===== src/rtl/bus_source_encoder_pkg.sv =====
// Shared definitions for the datapath bus: source count, select width and the
// named select code of every bus source.
package bus_pkg;

    localparam int NUM_SRC = 24;
    localparam int SEL_W   = 5;
    localparam int CNT_W   = 8;

    localparam logic [SEL_W-1:0] SRC_R0     = 5'd0;
    localparam logic [SEL_W-1:0] SRC_R1     = 5'd1;
    localparam logic [SEL_W-1:0] SRC_R2     = 5'd2;
    localparam logic [SEL_W-1:0] SRC_R3     = 5'd3;
    localparam logic [SEL_W-1:0] SRC_R4     = 5'd4;
    localparam logic [SEL_W-1:0] SRC_R5     = 5'd5;
    localparam logic [SEL_W-1:0] SRC_R6     = 5'd6;
    localparam logic [SEL_W-1:0] SRC_R7     = 5'd7;
    localparam logic [SEL_W-1:0] SRC_R8     = 5'd8;
    localparam logic [SEL_W-1:0] SRC_R9     = 5'd9;
    localparam logic [SEL_W-1:0] SRC_R10    = 5'd10;
    localparam logic [SEL_W-1:0] SRC_R11    = 5'd11;
    localparam logic [SEL_W-1:0] SRC_R12    = 5'd12;
    localparam logic [SEL_W-1:0] SRC_R13    = 5'd13;
    localparam logic [SEL_W-1:0] SRC_R14    = 5'd14;
    localparam logic [SEL_W-1:0] SRC_R15    = 5'd15;
    localparam logic [SEL_W-1:0] SRC_HI     = 5'd16;
    localparam logic [SEL_W-1:0] SRC_LO     = 5'd17;
    localparam logic [SEL_W-1:0] SRC_ZHI    = 5'd18;
    localparam logic [SEL_W-1:0] SRC_ZLO    = 5'd19;
    localparam logic [SEL_W-1:0] SRC_PC     = 5'd20;
    localparam logic [SEL_W-1:0] SRC_MDR    = 5'd21;
    localparam logic [SEL_W-1:0] SRC_INPORT = 5'd22;
    localparam logic [SEL_W-1:0] SRC_CSIGN  = 5'd23;

    typedef enum logic {
        IDLE,
        OWNED
    } busState_e;

endpackage


===== src/rtl/bus_source_encoder_if.sv =====
// Control-to-encoder bundle: drive requests and hold in, select/grant/debug out.
interface bus_source_encoder_if;
    import bus_pkg::*;

    logic [NUM_SRC-1:0] out_req;
    logic               hold;
    logic [SEL_W-1:0]   sel;
    logic [NUM_SRC-1:0] grant;
    logic               bus_valid;
    logic               conflict;
    logic [CNT_W-1:0]   conflict_count;

    modport master (
        output out_req,
        output hold,
        input  sel,
        input  grant,
        input  bus_valid,
        input  conflict,
        input  conflict_count
    );

    modport slave (
        input  out_req,
        input  hold,
        output sel,
        output grant,
        output bus_valid,
        output conflict,
        output conflict_count
    );

endinterface


===== src/rtl/bus_source_encoder_rr_arbiter.sv =====
// Combinational round-robin picker: first request strictly after lastOwner,
// wrapping from NUM_SRC-1 back to 0.
module rr_arbiter
    import bus_pkg::*;
(
    input  logic [NUM_SRC-1:0] req,
    input  logic [SEL_W-1:0]   lastOwner,
    output logic               anyReq,
    output logic [SEL_W-1:0]   winner,
    output logic [NUM_SRC-1:0] winnerOneHot,
    output logic               multiReq
);

    logic [SEL_W:0] cand;

    assign anyReq   = |req;
    // Clearing the lowest set bit leaves something only if two or more are set.
    assign multiReq = |(req & (req - NUM_SRC'(1)));

    // Scan from the farthest offset down so the nearest request wins last.
    always_comb begin
        winner = '0;
        cand   = '0;
        for (int k = NUM_SRC; k >= 1; k--) begin
            cand = {1'b0, lastOwner} + (SEL_W+1)'(k);
            if (cand >= (SEL_W+1)'(NUM_SRC)) begin
                cand = cand - (SEL_W+1)'(NUM_SRC);
            end
            if ((cand < (SEL_W+1)'(NUM_SRC)) && req[cand[SEL_W-1:0]]) begin
                winner = cand[SEL_W-1:0];
            end
        end
    end

    generate
        for (genvar gi = 0; gi < NUM_SRC; gi++) begin : g_onehot
            assign winnerOneHot[gi] = anyReq && (winner == SEL_W'(gi));
        end
    endgenerate

endmodule


===== src/rtl/bus_source_encoder.sv =====
// Turns control Xout drive requests into a registered, always-legal bus select
// with round-robin arbitration, ownership hold and conflict accounting.
module bus_source_encoder
    import bus_pkg::*;
(
    input  logic                 clock,
    input  logic                 clear,
    bus_source_encoder_if.slave  bus
);

    busState_e          stateReg;
    logic [SEL_W-1:0]   selReg;
    logic [NUM_SRC-1:0] grantReg;
    logic [SEL_W-1:0]   lastOwnerReg;
    logic               conflictReg;
    logic [CNT_W-1:0]   countReg;

    logic               arbAny;
    logic [SEL_W-1:0]   arbWinner;
    logic [NUM_SRC-1:0] arbOneHot;
    logic               arbMulti;
    logic               keepOwner;

    rr_arbiter u_arbiter (
        .req          (bus.out_req),
        .lastOwner    (lastOwnerReg),
        .anyReq       (arbAny),
        .winner       (arbWinner),
        .winnerOneHot (arbOneHot),
        .multiReq     (arbMulti)
    );

    // grantReg is the one-hot of selReg while OWNED, so this tests out_req[sel].
    assign keepOwner = (stateReg == OWNED) && bus.hold && |(bus.out_req & grantReg);

    always_ff @(posedge clock) begin
        if (clear) begin
            stateReg     <= IDLE;
            selReg       <= '0;
            grantReg     <= '0;
            lastOwnerReg <= SEL_W'(NUM_SRC - 1);
            conflictReg  <= 1'b0;
            countReg     <= '0;
        end else begin
            conflictReg <= arbMulti;
            if (arbMulti && (countReg != {CNT_W{1'b1}})) begin
                countReg <= countReg + CNT_W'(1);
            end

            if (keepOwner) begin
                stateReg <= OWNED;
            end else if (arbAny) begin
                stateReg     <= OWNED;
                selReg       <= arbWinner;
                grantReg     <= arbOneHot;
                lastOwnerReg <= arbWinner;
            end else begin
                // selReg deliberately keeps its value so the mux stays deterministic.
                stateReg <= IDLE;
                grantReg <= '0;
            end
        end
    end

    assign bus.sel            = selReg;
    assign bus.grant          = grantReg;
    assign bus.bus_valid      = (stateReg == OWNED);
    assign bus.conflict       = conflictReg;
    assign bus.conflict_count = countReg;

endmodule

===== src/flat_wrapper.sv =====
// flat-port wrapper written by rule: the top's interface ports become plain ports
module bus_source_encoder_flat import bus_pkg::*;
  (clock, clear, bus_out_req, bus_hold, bus_sel, bus_grant, bus_bus_valid, bus_conflict, bus_conflict_count);
  bus_source_encoder_if bus_i ();
  input  logic clock;
  input  logic clear;
  input wire logic [$bits(bus_i.out_req)-1:0] bus_out_req;
  input wire logic [$bits(bus_i.hold)-1:0] bus_hold;
  output wire logic [$bits(bus_i.sel)-1:0] bus_sel;
  output wire logic [$bits(bus_i.grant)-1:0] bus_grant;
  output wire logic [$bits(bus_i.bus_valid)-1:0] bus_bus_valid;
  output wire logic [$bits(bus_i.conflict)-1:0] bus_conflict;
  output wire logic [$bits(bus_i.conflict_count)-1:0] bus_conflict_count;
  assign bus_i.out_req = bus_out_req;
  assign bus_i.hold = bus_hold;
  assign bus_sel = bus_i.sel;
  assign bus_grant = bus_i.grant;
  assign bus_bus_valid = bus_i.bus_valid;
  assign bus_conflict = bus_i.conflict;
  assign bus_conflict_count = bus_i.conflict_count;
  bus_source_encoder u_core (.clock(clock), .clear(clear), .bus(bus_i));
endmodule

===== config.mk =====
export PLATFORM = sky130hd
export DESIGN_NAME = bus_source_encoder_flat
export DESIGN_NICKNAME = d
export VERILOG_FILES = /design/src/rtl/bus_source_encoder_pkg.sv /design/src/rtl/bus_source_encoder_if.sv /design/src/rtl/bus_source_encoder_rr_arbiter.sv /design/src/rtl/bus_source_encoder.sv /design/src/flat_wrapper.sv
export SDC_FILE = /design/constraint.sdc
export NUM_CORES = 1
export LEC_CHECK = 0
export ABC_AREA = 0
export CAP_MARGIN = 20
export CORE_MARGIN = 2
export CORE_UTILIZATION = 40
export CTS_CLUSTER_SIZE = 8
export DETAILED_ROUTE_END_ITERATION = 6
export DONT_BUFFER_PORTS = 1
export PLACE_DENSITY = 0.63
export SLEW_MARGIN = 20
export SYNTH_ARGS = -nofsm -noshare
export SYNTH_HDL_FRONTEND = slang
export SYNTH_SLANG_ARGS = --single-unit

===== constraint.sdc =====
create_clock -name clock -period 10.97 [get_ports clock]
set_input_delay 1.6455 -clock clock [delete_from_list [all_inputs] [get_ports clock]]
set_output_delay 1.6455 -clock clock [all_outputs]
set_load 0.005 [all_outputs]

---- Word-level counts from Yosys, hierarchy flattened ----
Cells that the tools add are included.
storage, ports and cells
  flip-flop bits (word level) ............. 44
  latch bits .............................. 0
  bits in writable memories ............... 0
  memory bits (read-only) ................. 0
  input bits .............................. 27
  output and inout bits ................... 39
  memories kept ........................... 0
operators by class
  add/subtract/negate cells ............... 50
  multiply operators ...................... 0
  divide/modulo/power cells ............... 0
  magnitude comparators ................... 72
  equality and inequality tests ........... 24
  shift-type cells ........................ 0
  muxes and demuxes ....................... 99
  bitwise logic cells ..................... 3
  reductions and logical operators ........ 56
operator list
  cell                     number
  $ge A6 B5 Y1 const B     24
  $lt A5 B6 Y1 const B     24
  $lt A6 B5 Y1 const B     24
  $mux W6                  24
  $sub A6 B5 Y6 const B    24
  $bmux W1 S5              24
  $mux W5                  24
  $reduce_or A24 Y1        3
  $add A5 B5 Y6 const B    9
  $logic_and A1 B1 Y1      51
  $add A5 B4 Y6 const B    8
  $and A24 B24 Y24         2
  $eq A5 B4 Y1 const B     8
  $eq A5 B5 Y1 const B     8
  $mux W1                  26
  $add A5 B3 Y6 const B    4
  $mux W24                 1
  $sub A24 B1 Y24 const B  1
  $eq A5 B3 Y1 const B     4
  $add A5 B2 Y6 const B    2
  $eq A5 B2 Y1 const B     2
  $add A8 B1 Y8 const B    1
  $ne A8 B8 Y1 const B     1
  $add A5 B1 Y6 const B    1
  4 further kinds          4

---- Longest topological paths before layout ----
Gate-level depths: netlist of run 1.
  depth in word-level cells ............... 33
  depth in mapped cells ................... 23
  depth with buffers taken out ............ 18

---- By module ----
Synthesis of run 1 repeated with hierarchy kept, for this count alone.
unflattened totals
  cell total of the unflattened synthesis .. 1210
  area total of the unflattened synthesis .. 9490.4 µm²
by module, submodules not included
  module              instances  cells each  area each (µm²)
  rr_arbiter          1          999         7562.3
  bus_source_encoder  1          211         1928.1

---- Worst setup path before layout of run 1 ----
Ideal clock, no wire load.
  kind .................................... reg2reg
  start ................................... register u_core.lastOwnerReg[1]
  end ..................................... register u_core.grantReg[12] (netlist: u_core.bus.grant[12])
  library setup time ...................... 0.117 ns
  data arrival time ....................... 4.605 ns
  data required time ...................... 10.853 ns
  path slack .............................. 6.248 ns
  stages on the path, launching flop included .. 22
  cells stage by stage .................... dfxtp_1 buf_6 buf_12 buf_4 clkinv_1 ha_1 a21bo_2 xnor2_2 inv_1 ha_1 a311oi_1 a211oi_2 o221a_2 o21a_1 and2_1 a2111oi_0 a211oi_1 a211oi_1 o21ai_1 buf_2 and2_1 a22o_1
on the way
  word-level cells in the longest chain between the ends .. 33
ends and longest elaborated chain
  item                                           line                                                                      RTL
  start, declared                                bus_source_encoder.sv:14                                                  logic [SEL_W-1:0] lastOwnerReg;
  start signal, assigned                         bus_source_encoder.sv:41                                                  lastOwnerReg <= SEL_W'(NUM_SRC - 1);
  start signal, assigned                         bus_source_encoder.sv:56                                                  lastOwnerReg <= arbWinner;
  $add A5 B5 Y6                                  bus_source_encoder_rr_arbiter.sv:25                                       cand = {1'b0, lastOwner} + (SEL_W+1)'(k);
  $sub A6 B5 Y6 or $ge A6 B5 Y1 (tied branches)  bus_source_encoder_rr_arbiter.sv:27, bus_source_encoder_rr_arbiter.sv:26
  $mux W6                                        bus_source_encoder_rr_arbiter.sv:26                                       if (cand >= (SEL_W+1)'(NUM_SRC)) begin
  $bmux W1 S5                                    bus_source_encoder_rr_arbiter.sv:29                                       if ((cand < (SEL_W+1)'(NUM_SRC)) && req[cand[SEL_W-1:0]]) begin
  $mux W1 (implied by the code)                  bus_source_encoder_rr_arbiter.sv:29
  $logic_and A1 B1 Y1                            bus_source_encoder_rr_arbiter.sv:29
  $mux W5 (23 in a row)                          bus_source_encoder_rr_arbiter.sv:29
  $mux W5 (*)                                    bus_source_encoder_rr_arbiter.sv:29
  $eq A5 B4 Y1 (*)                               bus_source_encoder_rr_arbiter.sv:37                                       assign winnerOneHot[gi] = anyReq && (winner == SEL_W'(gi));
  $logic_and A1 B1 Y1 (*)                        bus_source_encoder_rr_arbiter.sv:37
  $mux W24 (*)                                   bus_source_encoder.sv:52                                                  end else if (arbAny) begin
  end signal, assigned                           bus_source_encoder.sv:55                                                  grantReg <= arbOneHot;
  end, declared                                  bus_source_encoder.sv:13                                                  logic [NUM_SRC-1:0] grantReg;
Every way passes the cells marked *; elsewhere a longest branch is shown, timed or not. The select of a mux whose other input is x is not followed.
A chain may end at the register's enable or synchronous reset.

---- Worst setup path in the final report of run 1 ----
  start ................................... register u_core.lastOwnerReg[0]
  end ..................................... register u_core.grantReg[20] (netlist: u_core.bus.grant[20])
on the way
  word-level cells in the longest chain between the ends .. 33
ends and longest elaborated chain
  item                                           line
  $add A5 B5 Y6                                  bus_source_encoder_rr_arbiter.sv:25
  $sub A6 B5 Y6 or $ge A6 B5 Y1 (tied branches)  bus_source_encoder_rr_arbiter.sv:27, bus_source_encoder_rr_arbiter.sv:26
  $mux W6                                        bus_source_encoder_rr_arbiter.sv:26
  $bmux W1 S5                                    bus_source_encoder_rr_arbiter.sv:29
  $mux W1 (implied by the code)                  bus_source_encoder_rr_arbiter.sv:29
  $logic_and A1 B1 Y1                            bus_source_encoder_rr_arbiter.sv:29
  $mux W5 (23 in a row)                          bus_source_encoder_rr_arbiter.sv:29
  $mux W5 (*)                                    bus_source_encoder_rr_arbiter.sv:29
  $eq A5 B5 Y1 (*)                               bus_source_encoder_rr_arbiter.sv:37
  $logic_and A1 B1 Y1 (*)                        bus_source_encoder_rr_arbiter.sv:37
  $mux W24 (*)                                   bus_source_encoder.sv:52
Marks and branches as above.

==> results of run 1 <==
-- Yosys cell counts, types with 14 or more instances --
cell,count
o21ai_0,46
nor2b_1,19
and2_1,16
a211oi_1,17
nor2_1,88
a22oi_1,14
nand2_1,87
mux4_2,29
and3_1,17
xnor2_1,15
a31oi_1,18
ha_1,41
dfxtp_1,43
nand3_1,33
nor3_1,39
o211ai_1,17
buf_2,30
mux2i_1,47
clkbuf_1,40
a21o_1,14
a21oi_1,75
inv_1,38
or3_1,14
a22o_1,22
-- state kept, by name, indices dropped and copies added (netlist names) --
register	count
u_core.bus.bus_valid	1
u_core.bus.grant	24
u_core.bus.conflict_count	8
u_core.lastOwnerReg	5
u_core.bus.sel	4
u_core.bus.conflict	1
-- cell type report --
cell class | count | area (um2) | area share, %
Inverter | 43 | 161 | 1.78
Sequential cell | 43 | 867 | 9.55
Multi-Input combinational cell | 981 | 7400 | 81.6
Clock buffer | 6 | 139 | 1.53
Clock inverter | 2 | 35.0 | 0.386
Timing Repair Buffer | 16 | 120 | 1.32
Tap cell | 280 | 350 | 3.86
-- cells by family after synthesis --
group | Yosys count | share of synthesized area, %
DFF | 43 | 9.71
muxes | 89 | 14.5
buffers and inverters | 129 | 6.79
and+or+nand+nor | 411 | 24.6
AOI/OAI and AO/OA | 412 | 35.1
adders and majority gates | 43 | 6.01
xor gates and xnor gates | 26 | 3.33
-- worst min-delay path by stage --
stage / endpoint / depth (start not counted) / start / slack (ns)
after floorplan: u_core.bus.sel[0] / 2 / u_core.bus.sel[0] / 0.45
after global placement: u_core.bus.sel[4] / 2 / u_core.bus.sel[4] / 0.47
after detailed placement: u_core.bus.sel[0] / 2 / u_core.bus.sel[0] / 0.47
after CTS: u_core.bus.sel[0] / 2 / u_core.bus.sel[0] / 0.48
after global routing: u_core.bus.sel[4] / 2 / u_core.bus.sel[4] / 0.50
final: u_core.bus.sel[0] / 2 / u_core.bus.sel[0] / 0.47
-- metal layers --
metal  part of all wire, %  wire length (um)
met1                    42             14400
met2                    44             15100
met3                   9.9              3400
met4                   3.9              1320
met5                     0                 0
-- stage by stage --
stage / utilization, % / cells / area (um2) / hold WS (ns)
after floorplan: - / 1153 / 8870 / 0.453
after global placement: 40.8 / 1363 / 8900 / 0.473
after detailed placement: 40.8 / 1363 / 8900 / 0.474
after CTS: 41.6 / 1371 / 9080 / 0.482
after global routing: 41.6 / 1371 / 9080 / 0.502
final: 41.6 / 1371 / 9080 / 0.471
-- critical path: stages (launching register included) --
cell	delay, ns
dfxtp_2	0.32
inv_1	0.64
ha_1	0.97
nor2b_1	0.30
nor3_1	0.40
nor2_1	0.12
ha_1	0.31
and3_1	0.15
a31o_1	0.22
o32ai_1	0.26
o311a_1	0.55
nor4_1	0.19
o31a_1	0.34
nor4_1	0.41
o311ai_1	0.31
o2111ai_1	0.36
nor2b_1	0.16
a22o_1	0.23
==> flow_metrics.py, run 1 <==
metrics = {
    "cts": {
        "cts-buffers-inserted": 5,
        "clock-sinks": 43,
        "clock-root-buffer": "clkbuf_16",
        "postCtsHoldBufs": 0,
        "h-tree-depth": 2,
        "ctsResizeCount": 0,
        "cts.clk_slew.worst_paths_ns": 0.06,
        "cts_setup_buffers": 0,
        "cts_buffer_depth": 2,
        "cts_tree": "yes",
        "clock_latency_ns": 0.28,
    },
    "floorplanning": {
        "fp.coreArea_mm2": 0.0218,
        "die_y_um": 153,
        "rows": 54,
        "initial_core_util_pct": 40.6,
        "io_pins": 66,
        "dieArea_mm2": 0.0234,
        "die_w_um": 153,
    },
    "synth": {
        "synth-seq-cells": 43,
        "netlist_area_mm2": 0.00887,
        "synthFlopType": "dfxtp_1",
        "syn_nets": 1221,
        "synth.avg_cell_area_um2": 7.69,
        "synth_warnings": 0,
        "yosysSeqAreaShare_pct": 9.71,
        "synth_top_cell_area_share_pct": 9.71,
        "synth_top_cells_by_area": "dfxtp_1 9.7%, mux4_2 7.4%, ha_1 5.8%",
        "async_reset_ff_share_pct": 0,
        "synth_edf_count": 0,
        "synth.distinct_cells": 115,
        "yosysTopAreaCell": "dfxtp_1",
        "syn_inst": 1153,
    },
    "routing": {
        "drt_iter0_markers": 1158,
        "antenna_left": 0,
        "wl_mm": 34.3,
        "viasPerCell": 7.08,
        "drtPass1Iterations": 6,
        "via_count": 9705,
        "wl_per_cell_um": 25.0,
        "drc": 0,
    },
    "job": {
        "cap_viol_max_count": 0,
    },
    "worst_setup_path": {
        "path_class": "reg2reg",
        "r2r_start": "u_core.lastOwnerReg[0]",
        "required_ns": 11.14,
        "rr_worst_depth": 17,
        "worstPathArrival_ns": 6.53,
        "start_kind": "register",
        "r2r_slack_ns": 4.61,
        "cp-startpoint": "u_core.lastOwnerReg[0]",
        "crit_path_end": "u_core.bus.grant[20]",
        "r2r_end": "u_core.bus.grant[20]",
        "path_max_fanout": 18,
        "worst_setup_path_end_kind": "register",
    },
    "sta": {
        "fin_crit_ns": 6.36,
        "setup_tns_ns": 0,
        "postLayoutSetupSlackWorst_ns": 4.61,
        "final_hold_viol_count": 0,
        "tightest_slew_ns": 1.07,
        "finalSetupViolations": 0,
        "slew_headroom_pct": 26.5,
        "slew_violations": 0,
        "max_freq_ghz": 0.157,
        "rsz0062_at_grt": "false",
        "finalCritPeriodShare_pct": 58.0,
        "finClkSkew_ns": 0.00710,
    },
    "grt": {
        "track_usage_pct": 28.1,
        "grt_pass1_wl_mm": 53.0,
        "met1_usage_pct": 38.7,
        "use_met3_pct": 4.96,
        "grt_pass1_vias": 8974,
        "busiest_layer": "met2",
        "gr-total-overflow": 0,
        "antenna_found_initial": 0,
        "grt_max_degree": 67,
        "met2_usage_pct": 44.5,
    },
    "cells_and_area": {
        "nNetsFinal": 1158,
        "area_delta_synth_final_pct": 2.37,
        "num_antenna_cells": 0,
        "final_common_cell": "nor2_1",
        "final_cell_mix": "88 x nor2_1, 87 x nand2_1, 75 x a21oi_1",
        "drive_above_1_share_pct": 12.1,
        "fillCellCount": 2226,
    },
    "worst_hold_path": {
        "hold_path.class": "reg2reg",
    },
    "outcome": {
        "outcome": "completed",
    },
    "placement": {
        "place_congestion": 1.06,
        "post-place-ws_ns": 4.76,
        "dpl.hpwl_mm": 25.9,
        "numPortBuffers": 0,
    },
}
Power of run 1 is left out: the tool's default activity adds up to more than one toggle a clock period on the data nets, which glitch-free logic cannot reach.
==> run 2: changes to the inputs <==
Settings changed: PLACE_DENSITY 0.63 to 0.65.
Clock period 10.97 ns to 5.2 ns, I/O delays scaled along.
==> flow_metrics.py, run 2 (synthesized netlist as in run 1, its figures left out) <==
metrics = {
    "grt": {
        "grt_pass1_wl_mm": 54.5,
        "track_usage_pct": 29.1,
        "grt_pass1_vias": 9169,
        "grt_max_degree": 41,
        "antenna_found_initial": 0,
        "gr-total-overflow": 0,
    },
    "cts": {
        "clock-root-buffer": "clkbuf_16",
        "cts_tree": "yes",
        "cts_buffer_depth": 2,
        "clock_latency_ns": 0.29,
        "h-tree-depth": 2,
        "clock-sinks": 43,
        "cts_setup_buffers": 0,
        "cts.clk_slew.worst_paths_ns": 0.07,
        "cts-buffers-inserted": 5,
    },
    "sta": {
        "finalCritPeriodShare_pct": 96.5,
        "tightest_slew_ns": 0.824,
        "max_freq_ghz": 0.199,
        "finalSetupViolations": 0,
        "slew_headroom_pct": 43.5,
        "fin_crit_ns": 5.02,
        "rsz0062_at_grt": "false",
        "setup_tns_ns": 0,
        "final_hold_viol_count": 0,
        "slew_violations": 0,
        "finClkSkew_ns": 0.00847,
    },
    "worst_setup_path": {
        "path_common_cell": "ha_1",
        "r2r_slack_ns": 0.18,
        "cpPeakStageDelay_ns": 0.55,
        "required_ns": 5.43,
        "critPathTopFamily": "compound AO/OA/AOI/OAI gates",
        "path_buf_inv": 2,
        "worst_setup_path_end_kind": "register",
        "slowest_stage": "a222oi_1",
        "r2r_start": "u_core.lastOwnerReg[1]",
        "worstPathCellList": "buf_12 -> ha_1 -> a21boi_0 -> nor2_1 -> inv_1 -> ha_1 -> o31a_1 -> a21oi_1 -> o21ba_2 -> a211oi_4 -> nand2b_1 -> a311o_2 -> o21bai_1 -> a222oi_1 -> nand2_2 -> nor3_4 -> a32o_1",
        "worstPathArrival_ns": 5.25,
        "r2r_end": "u_core.bus.grant[7]",
        "path_class": "reg2reg",
        "start_kind": "register",
        "rr_worst_depth": 17,
        "path_max_fanout": 29,
    },
    "floorplanning": {
        "fp.coreArea_mm2": 0.0218,
        "rows": 54,
        "dieArea_mm2": 0.0234,
        "io_pins": 66,
        "initial_core_util_pct": 40.6,
        "die_w_um": 153,
        "die_y_um": 153,
    },
    "job": {
        "cap_viol_max_count": 0,
    },
    "routing": {
        "wl_per_cell_um": 25.2,
        "drtPass1Iterations": 5,
        "via_count": 9908,
        "drt_iter0_markers": 1186,
        "viasPerCell": 6.98,
        "wl_mm": 35.8,
        "antenna_left": 0,
        "drc": 0,
    },
    "placement": {
        "dpl_cell_area_mm2": 0.00930,
        "numPortBuffers": 0,
        "place_congestion": 1.07,
        "dpl.hpwl_mm": 28.1,
    },
    "worst_hold_path": {
        "hold_depth": 2,
        "hp-start": "u_core.bus.sel[0]",
        "hold_path.class": "reg2reg",
        "hold_end": "u_core.bus.sel[0]",
    },
    "cells_and_area": {
        "num_antenna_cells": 0,
        "final_common_cell": "nor2_1",
        "drive_above_1_share_pct": 16.6,
        "largest_register_ffs": 24,
        "final_cell_mix": "88 x nor2_1, 87 x nand2_1, 75 x a21oi_1",
        "final_area_mm2": 0.00955,
        "nNetsFinal": 1206,
        "area_delta_synth_final_pct": 7.68,
    },
    "outcome": {
        "outcome": "completed",
    },
}
-- run 2: how the worst max path moves through the flow --
stage                      startpoint                   end  slack (ns)  cells after the start
2_1_floorplan  u_core.lastOwnerReg[1]  u_core.bus.grant[12]        0.48                     21
3_3_place_gp   u_core.lastOwnerReg[3]   u_core.bus.grant[0]        0.20                     18
3_5_place_dp   u_core.lastOwnerReg[0]  u_core.bus.grant[21]        0.13                     17
4_1_cts        u_core.lastOwnerReg[0]  u_core.bus.grant[20]        0.13                     17
5_1_grt        u_core.lastOwnerReg[1]   u_core.bus.grant[6]        0.03                     17
6_report       u_core.lastOwnerReg[1]   u_core.bus.grant[7]        0.18                     17
-- run 2: repair_timing --
action | CTS | global route
hold buffers | 0 | 0
gates resized for setup | 0 | 11
endpoints found under the setup margin | 0 | 28
-- run 2: metal layers --
| metal | global-route usage [%] | wire, um |
|---|---|---|
| met4 | 9.57 | 1560 |
| met5 | 0 | 0 |
| met3 | 4.68 | 3580 |
| met1 | 39.3 | 14700 |
| met2 | 47.5 | 15900 |
-- run 2: through the flow --
step / cells / utilization [%] / setup slack [ns] / hold slack, ns
floorplan: 1153 / - / 0.478 / 0.453
global placement: 1411 / 42.6 / 0.199 / 0.467
detailed placement: 1411 / 42.6 / 0.135 / 0.468
CTS: 1419 / 43.5 / 0.128 / 0.477
global route: 1419 / 43.7 / 0.0293 / 0.499
finish: 1419 / 43.7 / 0.180 / 0.470
-- run 2: worst min-delay path, delay by kind of cell, from the launching register on --
kind	cells	cell delay, ns
flip-flops	1	0.32
AND/OR/NAND/NOR	1	0.06
AO/OA/AOI/OAI	1	0.05
-- run 2: area by class of cell --
cell class / instances / area [um2]
multi-input cells: 981 / 7460
flip-flops and latches: 43 / 867
clock inverters: 3 / 67.6
clock buffers: 5 / 125
well taps: 280 / 350
repair buffers: 64 / 518
fillers: 2224 / 12300
inverters: 43 / 161
Power of run 2 is left out for the same reason.
